**config.mk**
```make
export PLATFORM = sky130hd
export DESIGN_NAME = fifo_buffer
export DESIGN_NICKNAME = d
export VERILOG_FILES = /design/src/rtl/fifo_buffer.sv
export SDC_FILE = /design/constraint.sdc
export NUM_CORES = 1
export LEC_CHECK = 0
export ABC_AREA = 1
export BUFFER_PORTS_ARGS = -buffer_cell sky130_fd_sc_hd__buf_2
export CORE_UTILIZATION = 30
export CTS_CLUSTER_SIZE = 30
export DETAILED_ROUTE_END_ITERATION = 12
export GPL_TIMING_DRIVEN = 0
export PLACE_DENSITY_LB_ADDON = 0.08
export SLEW_MARGIN = 15
export SYNTH_ARGS = -nofsm -noshare
export SYNTH_HDL_FRONTEND = slang
export SYNTH_SLANG_ARGS = --single-unit
export TNS_END_PERCENT = 30
```
**constraint.sdc**
```tcl
create_clock -name clk -period 5.25 [get_ports clk]
set_input_delay 1.05 -clock clk [delete_from_list [all_inputs] [get_ports clk]]
set_output_delay 1.05 -clock clk [all_outputs]
set_load 0.05 [all_outputs]
```
**src/rtl/fifo_buffer.sv**
```systemverilog
// Parametrised single-clock FIFO with occupancy count, registered read port and watermark flags.
// Define FIFO_ERR_STICKY_EN to make overflow/underflow sticky until reset; otherwise they are one-cycle pulses.
module fifo_buffer #(
    parameter int DATA_WIDTH = 8,
    parameter int DEPTH      = 32,
    localparam int AW        = $clog2(DEPTH),
    parameter int AF_THRESH  = DEPTH - 2,
    parameter int AE_THRESH  = 2
) (
    input  logic                  clk,
    input  logic                  rst_n,
    input  logic                  wr_en,
    input  logic [DATA_WIDTH-1:0] wr_data,
    input  logic                  rd_en,
    output logic [DATA_WIDTH-1:0] rd_data,
    output logic                  rd_valid,
    output logic                  full,
    output logic                  empty,
    output logic                  almost_full,
    output logic                  almost_empty,
    output logic [AW:0]           count,
    output logic                  overflow,
    output logic                  underflow
);

    localparam logic [AW:0] ONE_C   = {{AW{1'b0}}, 1'b1};
    localparam logic [AW:0] ZERO_C  = {(AW+1){1'b0}};
    localparam logic [AW:0] DEPTH_C = (AW+1)'(DEPTH);
    localparam logic [AW:0] AF_C    = (AW+1)'(AF_THRESH);
    localparam logic [AW:0] AE_C    = (AW+1)'(AE_THRESH);

    logic [DATA_WIDTH-1:0] mem_q [DEPTH];

    logic [AW:0]           wr_ptr_q, wr_ptr_d;
    logic [AW:0]           rd_ptr_q, rd_ptr_d;
    logic [AW:0]           count_q, count_d;
    logic [DATA_WIDTH-1:0] rd_data_q, rd_data_d;
    logic                  rd_valid_q, rd_valid_d;
    logic                  overflow_q, overflow_d;
    logic                  underflow_q, underflow_d;

    logic                  rd_acc_s;
    logic                  wr_acc_s;
    logic                  ovf_evt_s;
    logic                  udf_evt_s;
    logic                  full_s;
    logic                  empty_s;

    // Status flags decode only the registered count, never the requests.
    always_comb begin
        full_s       = (count_q == DEPTH_C);
        empty_s      = (count_q == ZERO_C);
        almost_full  = (count_q >= AF_C);
        almost_empty = (count_q <= AE_C);
    end

    // Accept logic and next-state for pointers, count, read port and error flags.
    always_comb begin
        rd_acc_s    = rd_en && !empty_s;
        wr_acc_s    = wr_en && (!full_s || rd_acc_s);
        ovf_evt_s   = wr_en && !wr_acc_s;
        udf_evt_s   = rd_en && empty_s;

        wr_ptr_d    = wr_ptr_q;
        rd_ptr_d    = rd_ptr_q;
        count_d     = count_q;
        rd_data_d   = rd_data_q;
        rd_valid_d  = 1'b0;

        if (wr_acc_s) begin
            wr_ptr_d = wr_ptr_q + ONE_C;
        end else begin
            wr_ptr_d = wr_ptr_q;
        end

        if (rd_acc_s) begin
            rd_ptr_d   = rd_ptr_q + ONE_C;
            rd_data_d  = mem_q[rd_ptr_q[AW-1:0]];
            rd_valid_d = 1'b1;
        end else begin
            rd_ptr_d   = rd_ptr_q;
            rd_data_d  = rd_data_q;
            rd_valid_d = 1'b0;
        end

        if (wr_acc_s && !rd_acc_s) begin
            count_d = count_q + ONE_C;
        end else if (rd_acc_s && !wr_acc_s) begin
            count_d = count_q - ONE_C;
        end else begin
            count_d = count_q;
        end

`ifdef FIFO_ERR_STICKY_EN
        overflow_d  = overflow_q  | ovf_evt_s;
        underflow_d = underflow_q | udf_evt_s;
`else
        overflow_d  = ovf_evt_s;
        underflow_d = udf_evt_s;
`endif
    end

    // Control and read-port registers.
    always_ff @(posedge clk or negedge rst_n) begin
        if (!rst_n) begin
            wr_ptr_q    <= ZERO_C;
            rd_ptr_q    <= ZERO_C;
            count_q     <= ZERO_C;
            rd_data_q   <= {DATA_WIDTH{1'b0}};
            rd_valid_q  <= 1'b0;
            overflow_q  <= 1'b0;
            underflow_q <= 1'b0;
        end else begin
            wr_ptr_q    <= wr_ptr_d;
            rd_ptr_q    <= rd_ptr_d;
            count_q     <= count_d;
            rd_data_q   <= rd_data_d;
            rd_valid_q  <= rd_valid_d;
            overflow_q  <= overflow_d;
            underflow_q <= underflow_d;
        end
    end

    // Storage is left unreset; the pointers guarantee unwritten entries are never read.
    always_ff @(posedge clk) begin
        if (wr_acc_s) begin
            mem_q[wr_ptr_q[AW-1:0]] <= wr_data;
        end
    end

    assign full      = full_s;
    assign empty     = empty_s;
    assign count     = count_q;
    assign rd_data   = rd_data_q;
    assign rd_valid  = rd_valid_q;
    assign overflow  = overflow_q;
    assign underflow = underflow_q;

endmodule

```
# Yosys cells after proc, flatten, opt, wreduce, memory -nomap -nowiden
# Memory sizes are Yosys's and may differ from the RTL's. A register that Yosys moved wholly into a read port is not among the register bits.
# Cells that the tools add are included.
# totals
mem_bits_rw	256
output_inout_bits	21
elab_cells	33
reg_bits	21
n_memories	1
# classes
n_eq_ne	1
reduce_logical	14
n_lt_le_gt_ge	2
mux	5
addsub	4
# mem_list
memory	words	width	read_ports	rd_ports_with_merged_regs	wr	line	text
mem_q	32	8	1	1	1	32	logic [DATA_WIDTH-1:0] mem_q [DEPTH];
# ops
op	n
6-bit by 1-bit adder with 6-bit output (second input constant)	3
6-bit 2-to-1 mux	2
6-bit == test (second input constant)	1
6-bit by 5-bit greater-or-equal comparator with 1-bit output (second input constant)	1
6-bit by 2-bit <= comparator with 1-bit output (second input constant)	1
1-bit logical AND	6
6-bit logical NOT	1
6-bit by 1-bit subtractor with 6-bit output (second input constant)	1
1-bit logical NOT	5
1-bit 2-to-1 mux	3
2-bit nonzero test	1
1-bit logical OR	1

# Longest topological paths before layout
# depth
word_depth	9
ltp_mapped	16

# Worst setup path after synthesis
# No wires, ideal clock.
# synth_timing
path_type	register to output
from	reg count_q[5] (netlist: count[5])
to	out full
stages_incl_launch_ff	3
setup_slack_ns	1.781
n_path_buf	0
arrival_time_ns	2.419
cell_sequence	dfrtp_1 -> inv_1 -> nor4_1
# synth_between
elab_chain_cells	1
# synth_lines
element	line	text
start, declared	36	logic [AW:0] count_q, count_d;
start signal, assigned	116	count_q <= count_d;
6-bit == test	51	full_s = (count_q == DEPTH_C);
end, declared	17	output logic full,
# No other way between the ends.

# Worst setup path after layout
# layout_timing
from	reg count_q[3] (netlist: count[3])
to	reg count_q[3] (netlist: count[3])
# layout_between
elab_chain_cells	8
elab_cells_between_ends	16
# layout_lines
element
branches (longest 8 deep; another with 6-bit by 1-bit subtractor with 6-bit output)
# Several ways; the timed one is not identified. The select of a mux whose other input is x is not followed.
# A chain may end at the register's enable or synchronous reset.

==> results.cfg <==
[placed_design]
globalplace.congestion = 0.812
half_perimeter_wire_length_of_the_detailed_placement_result_um = 23300
port_buffers = 32
place_area_um2 = 13000

[worst_setup_path]
crit_path_start_kind = register
worstPathMaxFanout = 10
worst_case_reg_to_reg_path_depth = 13
cp.arrival_ns = 3.37
worstPathRequired_ns = 5.65
worst_r2r_startpoint = count[3]
r2r-end = count[3]
critical_path.endpoint_type = register
critical_path_class = reg2reg
rrSetupSlack_ns = 2.28

[clocking]
tritoncts = done
cts_buf_count = 35
clock_sinks = 283
clkSlewWorstSetupHoldPaths_ns = 0.06
cts_repair_resize_count = 0
cts.repair_timing.setup_buffer_count = 0
cts_max_level = 2
postCtsHoldBufs = 0
clk_latency_ns = 0.53
root_buffer = sky130_fd_sc_hd__clkbuf_16
maximum_buffer_depth_of_the_clock_tree = 3

[global_routing]
total_track_usage_pct = 17.3
grt_antenna_before_repair = 0
largest_net_degree_at_the_start_of_global_routing = 33
first_global_vias = 7967
grt-ovfl-total = 0
grt_pass1_wl_um = 52000

[sta]
timing_max_transition_violations_final = 0
final.period_utilization_pct = 56.5
finalSetupTns_ns = 0
timing.fmax_ghz = 0.337
setup_clock_skew_after_layout_ns = 0.0106
rsz0062_at_grt = no
max-slew-margin-rel_pct = 43.5
finalHoldViolations = 0
finalSetupViolations = 0
worstMarginPinSlew_ns = 0.847
period_needed_ns = 2.97

[hold_path]
timing.hold.worst_endpoint = rd_data[2]
worst_hold_path.num_cells = 2
hold_path_class = reg2reg
hold_start = rd_data[2]

[floorplanning]
die-width_um = 204
design.core.area_um2 = 39900
io-pin-count = 33
initial_utilization_pct = 30.6
die_h_um = 204
die_area_um2 = 41500
placementRows = 73

[detailed_routing]
highest_layer = met4
met1_wire_length_um = 16500
dr_total_vias = 8090
antenna_violating_nets_post_route = 0
dr_wl_met3_um = 1390
routed_wire_length_per_instance_um = 19.5
viasPerCell = 4.53
routed_wirelength_um = 34700
drt_first_iter_violations = 410
detail_route.drc_violations = 0
drtPass1Iterations = 5
detailroute.wirelength.met2_um = 16100

[run]
number_of_violations_of_the_max_capacitance_limit = 0

[logic_synthesis]
mappedNetlistNets = 1189
synth-edff-count = 256
postSynth.asyncResetShare_pct = 9.54
post_synth_num_cell_types = 28
syn_area_per_cell_um2 = 10.5
yosys_register_bits = 283
area_of_the_mapped_netlist_um2 = 12200
yosysSeqAreaShare_pct = 68.5
yosysWarningCount = 0
dominant_register_cell_in_the_synthesized_netlist = sky130_fd_sc_hd__edfxtp_1
post_synth_inst_count = 1165

[power]
leakage_uw = 0.00573
power-per-cell-area_nw_per_um2 = 564
vdd_ir_drop_max_uv = 314

[final_layout]
antenna_cells = 0
layout_overhead_on_the_synthesized_area_pct = 15.8
design.final.nets = 1258
layout.cell_area.non_filler_um2 = 14100
drive_above_1_share_pct = 10.2

[run_status]
run_status = completed
[flip-flops by register name (all words and copies together) (netlist names)]
name,flops
rd_valid,1
count,6
wr_ptr_q,5
rd_data,8
overflow,1
rd_ptr_q,5
underflow,1
mem_q,256
[cell families (layout without fill, tap and decap cells)]
family	after synthesis	after routing	synth area share, %
adders and majority gates	12	12	1.29
xor gates and xnor gates	12	12	0.861
and+or+nand+nor	634	634	21.3
buffers and inverters	180	274	6.17
DFF	283	283	68.5
AOI/OAI and AO/OA	44	44	1.93
[power breakdown]
group	leakage [uW]	switching [uW]	total (uW)	internal, uW
clock network	0.000539	924	2350	1430
logic	0.00256	2070	2820	753
registers	0.00263	128	2800	2680
[worst max path at each step]
stage	start	endpoint	depth (start not counted)
2_1_floorplan	count[5]	full	2
3_3_place_gp	rd_en	mem_q[31][2]	5
3_5_place_dp	rd_en	count[3]	10
4_1_cts	count[3]	count[3]	13
5_1_grt	count[3]	count[5]	16
6_report	count[3]	count[3]	13
[per-layer routing]
| metal | up-vias | track usage [%] |
|---|---|---|
| met5 | - | 0 |
| met4 | 0 | 5.61 |
| met3 | 47 | 2.70 |
| met2 | 142 | 27.4 |
| met1 | 3928 | 24.3 |
| li1 | 3973 | - |
[placed cells by master, fill, tap and decap left out, types with 11 or more instances in the layout]
master / count
sky130_fd_sc_hd__ha_1: 11
sky130_fd_sc_hd__nand3_1: 160
sky130_fd_sc_hd__buf_2: 67
sky130_fd_sc_hd__dfrtp_1: 27
sky130_fd_sc_hd__nor2_1: 89
sky130_fd_sc_hd__clkbuf_16: 37
sky130_fd_sc_hd__inv_1: 121
sky130_fd_sc_hd__clkinv_1: 12
sky130_fd_sc_hd__clkbuf_1: 17
sky130_fd_sc_hd__nand2_1: 379
sky130_fd_sc_hd__o21ai_0: 18
sky130_fd_sc_hd__a21oi_1: 21
sky130_fd_sc_hd__edfxtp_1: 256
[synth_stat cells (all sizes together) (2+ instances only)]
| cell | n | area share (%) |
|---|---|---|
| inv | 124 | 3.8 |
| xor2 | 10 | 0.72 |
| buf | 45 | 2.0 |
| dfrtp | 27 | 5.5 |
| o21ai | 19 | 0.78 |
| a21oi | 21 | 0.86 |
| ha | 11 | 1.1 |
| xnor2 | 2 | 0.14 |
| clkinv | 3 | 0.092 |
| nor2 | 90 | 2.8 |
| edfxtp | 256 | 63 |
| clkbuf | 8 | 0.25 |
| nand3 | 160 | 6.6 |
| nand2 | 381 | 12 |
[per-stage QoR]
| step | power [uW] | util [%] | std cells | hold slack (ns) | setup slack, ns |
|---|---|---|---|---|---|
| after floorplan | 4670 | - | 1165 | 0.494 | 1.78 |
| after global placement | 5710 | 32.6 | 1722 | 0.460 | 2.00 |
| after detailed placement | 5710 | 32.6 | 1722 | 0.464 | 2.06 |
| after CTS | 8080 | 35.4 | 1784 | 0.480 | 2.25 |
| after global routing | 8450 | 35.4 | 1784 | 0.517 | 2.01 |
| final | 7980 | 35.4 | 1784 | 0.476 | 2.28 |
[critical path: stages, from the launching register on]
cell and delay (ns):
sky130_fd_sc_hd__dfrtp_1 0.44, sky130_fd_sc_hd__nor2_1 0.16, sky130_fd_sc_hd__nand2_1 0.10, sky130_fd_sc_hd__nor2_2 0.14, sky130_fd_sc_hd__nand2_1 0.11, sky130_fd_sc_hd__nand2_1 0.23
sky130_fd_sc_hd__buf_4 0.29, sky130_fd_sc_hd__ha_1 0.27, sky130_fd_sc_hd__inv_1 0.14, sky130_fd_sc_hd__ha_1 0.34, sky130_fd_sc_hd__a21oi_1 0.20, sky130_fd_sc_hd__o21a_1 0.17
sky130_fd_sc_hd__xor2_1 0.16, sky130_fd_sc_hd__o21ai_0 0.09
[area by class of cell]
type / count / area [um2]
fill: 4021 / 25800
sequential: 283 / 8360
multi-input combinational: 702 / 3100
clock buffer: 46 / 960
tap: 525 / 657
inverter: 127 / 477
buffer: 53 / 277
timing repair buffer: 32 / 160
clock inverter: 16 / 144
Power figures use the tool's default switching activity.
